**src/rtl/mc_dispatch.sv**
```systemverilog
// Multi-cycle dispatcher: issues one request at a time to NUM_UNITS functional units and returns a one-cycle writeback with result and ZCNV.
// Optional watchdog abort is compiled in with `define DISPATCH_TIMEOUT_EN.
module mc_dispatch #(
    parameter int NUM_UNITS      = 2,
    parameter int WIDTH          = 16,
    parameter int UIDX_W         = (NUM_UNITS > 1) ? $clog2(NUM_UNITS) : 1,
    parameter int TIMEOUT_CYCLES = 64
) (
    input  logic                       clock,
    input  logic                       reset_L,
    input  logic                       req_valid,
    input  logic [UIDX_W-1:0]          req_unit,
    output logic                       req_ready,
    output logic                       illegal_op,
    output logic [NUM_UNITS-1:0]       unit_start,
    output logic [NUM_UNITS-1:0]       unit_abort,
    input  logic [NUM_UNITS-1:0]       unit_done,
    input  logic [NUM_UNITS*WIDTH-1:0] unit_result,
    input  logic [NUM_UNITS*4-1:0]     unit_cc,
    output logic                       wb_valid,
    output logic [WIDTH-1:0]           wb_data,
    output logic [3:0]                 wb_cc,
    output logic                       busy,
    output logic                       timeout_err
);

    // Handshake: a request is taken when req_valid && req_ready at a rising edge;
    // req_valid seen while req_ready is low is dropped, so the requester must hold it.
    typedef enum logic [1:0] {IDLE, ISSUE, WAIT, WB} state_t;

    state_t              state_q, state_d;
    logic [UIDX_W-1:0]   sel_q, sel_d;
    logic                illegal_q, illegal_d;
    logic [WIDTH-1:0]    wb_data_q, wb_data_d;
    logic [3:0]          wb_cc_q, wb_cc_d;

    logic                req_legal;
    logic                done_sel;
    logic [WIDTH-1:0]    res_sel;
    logic [3:0]          cc_sel;
    logic [NUM_UNITS-1:0] sel_onehot;
    logic                expire;

    assign req_legal = (32'(req_unit) < NUM_UNITS);

    // Everything below depends only on the latched index, never on req_unit.
    always_comb begin
        done_sel   = 1'b0;
        res_sel    = '0;
        cc_sel     = '0;
        sel_onehot = '0;
        for (int i = 0; i < NUM_UNITS; i++) begin
            if (sel_q == UIDX_W'(i)) begin
                done_sel      = unit_done[i];
                res_sel       = unit_result[i*WIDTH +: WIDTH];
                cc_sel        = unit_cc[i*4 +: 4];
                sel_onehot[i] = 1'b1;
            end
        end
    end

    always_comb begin
        state_d   = state_q;
        sel_d     = sel_q;
        illegal_d = 1'b0;
        wb_data_d = wb_data_q;
        wb_cc_d   = wb_cc_q;
        case (state_q)
            IDLE: begin
                if (req_valid) begin
                    if (req_legal) begin
                        sel_d   = req_unit;
                        state_d = ISSUE;
                    end else begin
                        illegal_d = 1'b1;
                    end
                end
            end
            ISSUE: state_d = WAIT;
            WAIT: begin
                // A done in the final watchdog cycle takes priority over the abort.
                if (done_sel) begin
                    wb_data_d = res_sel;
                    wb_cc_d   = cc_sel;
                    state_d   = WB;
                end else if (expire) begin
                    wb_data_d = '0;
                    wb_cc_d   = 4'b1000;
                    state_d   = WB;
                end
            end
            WB:      state_d = IDLE;
            default: state_d = IDLE;
        endcase
    end

    always_ff @(posedge clock) begin
        if (!reset_L) begin
            state_q   <= IDLE;
            sel_q     <= '0;
            illegal_q <= 1'b0;
            wb_data_q <= '0;
            wb_cc_q   <= '0;
        end else begin
            state_q   <= state_d;
            sel_q     <= sel_d;
            illegal_q <= illegal_d;
            wb_data_q <= wb_data_d;
            wb_cc_q   <= wb_cc_d;
        end
    end

`ifdef DISPATCH_TIMEOUT_EN
    logic [15:0] cnt_q, cnt_d;
    logic        abort_q, abort_d;
    logic        terr_q, terr_d;

    assign expire = (cnt_q == 16'(TIMEOUT_CYCLES - 1));

    always_comb begin
        cnt_d   = cnt_q;
        abort_d = 1'b0;
        terr_d  = terr_q;
        if (state_q == ISSUE) begin
            cnt_d = '0;
        end else if (state_q == WAIT) begin
            cnt_d = cnt_q + 16'd1;
            if (!done_sel && expire) begin
                abort_d = 1'b1;
                terr_d  = 1'b1;
            end
        end
    end

    always_ff @(posedge clock) begin
        if (!reset_L) begin
            cnt_q   <= '0;
            abort_q <= 1'b0;
            terr_q  <= 1'b0;
        end else begin
            cnt_q   <= cnt_d;
            abort_q <= abort_d;
            terr_q  <= terr_d;
        end
    end

    assign unit_abort  = abort_q ? sel_onehot : '0;
    assign timeout_err = terr_q;
`else
    assign expire      = 1'b0;
    assign unit_abort  = '0;
    assign timeout_err = 1'b0;
`endif

    assign req_ready  = (state_q == IDLE);
    assign busy       = (state_q != IDLE);
    assign unit_start = (state_q == ISSUE) ? sel_onehot : '0;
    assign wb_valid   = (state_q == WB);
    assign wb_data    = wb_data_q;
    assign wb_cc      = wb_cc_q;
    assign illegal_op = illegal_q;

endmodule

```
**config.mk**
```make
export PLATFORM = sky130hd
export DESIGN_NAME = mc_dispatch
export DESIGN_NICKNAME = d
export VERILOG_FILES = /design/src/rtl/mc_dispatch.sv
export SDC_FILE = /design/constraint.sdc
export NUM_CORES = 1
export LEC_CHECK = 0
export CAP_MARGIN = 20
export CORE_MARGIN = 2
export CORE_UTILIZATION = 31
export DETAILED_ROUTE_END_ITERATION = 10
export PLACE_DENSITY_LB_ADDON = 0.25
export SYNTH_ARGS = -nofsm -noshare
export SYNTH_HDL_FRONTEND = slang
export SYNTH_SLANG_ARGS = --single-unit
export TNS_END_PERCENT = 5
```
**constraint.sdc**
```tcl
create_clock -name clock -period 1.6 [get_ports clock]
set_input_delay 0.16 -clock clock [delete_from_list [all_inputs] [get_ports clock]]
set_output_delay 0.16 -clock clock [all_outputs]
set_load 0.02 [all_outputs]
```
==> PnR_summary.wiki <==
{| class="wikitable"
! Metric !! Value
|-
| Outcome || finished clean
|-
| Power Dens Cells || 1090 mW/mm^2
|-
| Deepest clock path buffer count || 2
|-
| Net Sw Frac || 0.367
|-
| Setup repair after global routing missed its margin || false
|-
| DR iter-0 viols || 40
|-
| Number of global-route vias before repair || 1,179
|-
| Worst hold path type || in -> reg
|-
| Final hold vios || 0
|-
| Vertical extent of the die || 67.9 um
|-
| Max-slew violation total from the final report || 0
|-
| Wire length of the first global-routing pass || ~5 mm
|-
| Pin count of the biggest net entering global routing || 21
|-
| Final setup viols || 0
|-
| Crit path arrival time || ~1.4 ns
|-
| Type of origin of the critical path || register
|-
| Global routing met3 resource utilization || 0.0164
|-
| Post-synthesis cell count || ~130
|-
| Met2 track utilization from global routing || 0.273
|-
| Worst clock skew || 0.00477 ns
|-
| CP max stage cell || dfxtp_2
|-
| Share of total power in sequential cells || 0.345
|-
| Number of storage elements in the synthesis netlist || 23
|-
| Required time at the endpoint of the critical path || 1.44 ns
|-
| Total CTS buffers || 3
|-
| IO Count || 75
|-
| GRT Overall Usage || 0.144
|-
| Final routed wirelength across all metal layers || 3.37 mm
|-
| CP Max Fanout || 5
|-
| Number of antenna-violating nets in the routed design || 0
|-
| Count of nets after finishing || 247
|-
| Share of cells above drive strength 1 || 0.0769
|-
| Setup CP Type || reg -> out
|-
| Estimated wirelength of the detail-placed design || 2.64 mm
|-
| Biggest area contributors in the synthesized netlist || dfxtp_1, mux2i_1, o211a_1
|-
| Die area || 0.00462 mm^2
|-
| Horizontal die dimension || 67.9 um
|-
| Initial Utilization || 0.319
|-
| Final weighted congestion in routability-driven placement || 0.743
|-
| Syn_area_per_cell || 9.98 um^2
|-
| Achievable clock frequency || 0.660 GHz
|-
| Number of post-CTS setup repair buffers || 0
|-
| Synth Cell Area || 0.00127 mm^2
|-
| Area share of the largest cell type after synthesis || 0.363
|-
| Endpoint type of the worst setup path || output pin
|-
| Number of inserted diodes || 0
|-
| TritonCTS Sinks || 23
|-
| Ordered cell list for the critical path || inv_1, ha_1, and2_1, dlygate4sd2_1
|-
| Setup slack after layout || 0.0838 ns
|-
| Number of vias after detailed routing || around 1,200
|-
| Initial antenna violation count || 0
|-
| Maximum vdd drop || 456 uV
|-
| Clock latency at the later pin of the worst-skew pair || 0.26 ns
|-
| Router iterations before antenna repair || 4
|-
| Synth warn || 0
|-
| Post-detailed-placement cell area || ~0.002 mm^2
|-
| Clock tree from TritonCTS || done
|-
| Maxcap violations || 0
|-
| Total overflow reported by the global router || 0
|-
| Mean routed wirelength per cell || between 10 and 15 um
|-
| Most frequent standard cell in the layout excluding fill and tap cells || clkdlybuf4s50_1
|-
| Worst setup slack before clock tree synthesis || 0.0551 ns
|-
| Largest stage delay, worst path || 0.37 ns
|-
| Placeable core area || 0.00397 mm^2
|-
| Via-to-Cell Ratio || ~4.9
|-
| Clk pin slew, worst setup/hold paths || about 0.08 ns
|-
| H-tree level count || 1
|-
| Top cell type by total area after synthesis || dfxtp_1
|-
| Synth-to-Final Area Change || 60.3%
|-
| Count of input and output buffers || 70
|-
| Fillcell total || 359
|-
| Proportion of power drawn by combinational gates || 0.498
|-
| Setup TNS || 0 ns
|-
| Number of rows in the core area || 23
|-
| Post-layout instance area || 0.00203 mm^2
|-
| Internal Dissipation || 1.41 mW
|-
| Busiest layer in global routing || met2
|-
| Met1 global-route usage || 0.165
|-
| Tot Pwr || 2.22 mW
|-
| Share of the cycle needed by the critical path after routing || 0.948
|-
| Share of total power in the clock network || 0.157
|-
| Distinct cells, synth || 24
|-
| Commonest non-fill, non-tap cells in the layout || clkdlybuf4s50_1, nand3_1, dfxtp_1
|-
| Number of DRC violations after detailed routing || 0
|-
| Switching power of the nets || ~0.82 mW
|-
| Post-layout utilization of the core || 0.512
|-
| Leakage Power || 0.995 nW
|-
| Clock period minus final worst setup slack || approximately 1.5 ns
|-
| Sequential cell area fraction in the yosys report || 0.363
|-
| Clock root buffer master || clkbuf_8
|}
==> worst paths after layout <==
kind                                 from                 endpoint  slack [ns]  depth (start not counted)
hold reg to reg   wb_data[9]$_SDFFE_PN0P_  wb_data[9]$_SDFFE_PN0P_        0.50                          1
hold / removal                   req_unit       sel_q$_SDFFE_PN0P_        0.50                          3
setup / recovery  state_q[1]$_SDFFE_PN0P_            unit_start[1]        0.08                          4
setup reg to reg  state_q[0]$_SDFFE_PN0P_  state_q[1]$_SDFFE_PN0P_        0.17                          5
==> worst max-delay path, delay by kind of cell, from the launching register on <==
| family | cells | cell delay [ns] |
|---|---|---|
| buffers and inverters | 2 | 0.39 |
| and+or+nand+nor | 1 | 0.15 |
| DFF | 1 | 0.37 |
| adders and majority gates | 1 | 0.18 |
==> cells in the mapped netlist <==
cell type and number:
nor2_1 1, a21o_1 1, buf_6 3, inv_1 3
o211a_1 20, clkbuf_1 3, a21boi_0 1, buf_4 4
buf_2 4, dfxtp_1 23, mux2i_1 21, o31ai_1 1
and2_4 1, a211oi_1 1, and2_1 1, nor2b_1 2
buf_1 3, a311o_1 1, nand3_1 22, nand2_1 3
ha_1 5, mux2_4 1, conb_1 1, a21oi_1 1
==> what timing repair did <==
item	4_1_cts	5_1_grt
endpoints found under the setup margin	5	3
gates resized for setup	5	3
cloned	0	0
pin swaps	0	0
hold buffers	0	0
==> kinds of logic after synthesis <==
kind of cell               Yosys count  share of synthesized area
AOI/OAI and AO/OA                   26                      0.193
adders and majority gates            5                     0.0494
buffers and inverters               20                     0.0928
DFF                                 23                      0.363
muxes                               22                      0.178
other                                1                    0.00296
and+or+nand+nor                     30                      0.120
==> power by group through the flow <==
| stage | clock (mW) | combinational (mW) | sequential [mW] |
|---|---|---|---|
| floorplan | 0 | 0.588 | 0.861 |
| global placement | 0 | 1.13 | 0.768 |
| detailed placement | 0 | 1.15 | 0.776 |
| CTS | 0.358 | 1.12 | 0.764 |
| global route | 0.382 | 1.20 | 0.780 |
| finish | 0.349 | 1.11 | 0.767 |
==> through the flow <==
| stage | cells | hold slack (ns) |
|---|---|---|
| finish | 245 | 0.503 |
| global route | 245 | 0.524 |
| CTS | 245 | 0.503 |
| detailed placement | 241 | 0.485 |
| global placement | 241 | 0.482 |
| floorplan | 130 | 0.316 |
==> per-layer routing <==
| layer | wire (um) | vias to the layer above |
|---|---|---|
| li1 | - | 592 |
| met1 | 1410 | 584 |
| met2 | 1810 | 33 |
| met3 | 131 | 2 |
| met4 | 25 | 0 |
| met5 | 0 | - |
==> cell type report <==
cell class / instances / area, um^2 / share of cell area
Sequential cell: 23 / 462 / 0.227
Inverter: 3 / 11.3 / 0.00554
Clock buffer: 4 / 45.0 / 0.0222
Tap cell: 50 / 62.6 / 0.0308
Multi-Input combinational cell: 87 / 701 / 0.345
Timing Repair Buffer: 78 / 751 / 0.369
==> flip-flops by register name (all words and copies together) (netlist names) <==
signal and count:
state_q 2, wb_cc 4, sel_q 1, wb_data 16
Note: power is estimated with default switching activity, not from simulation.
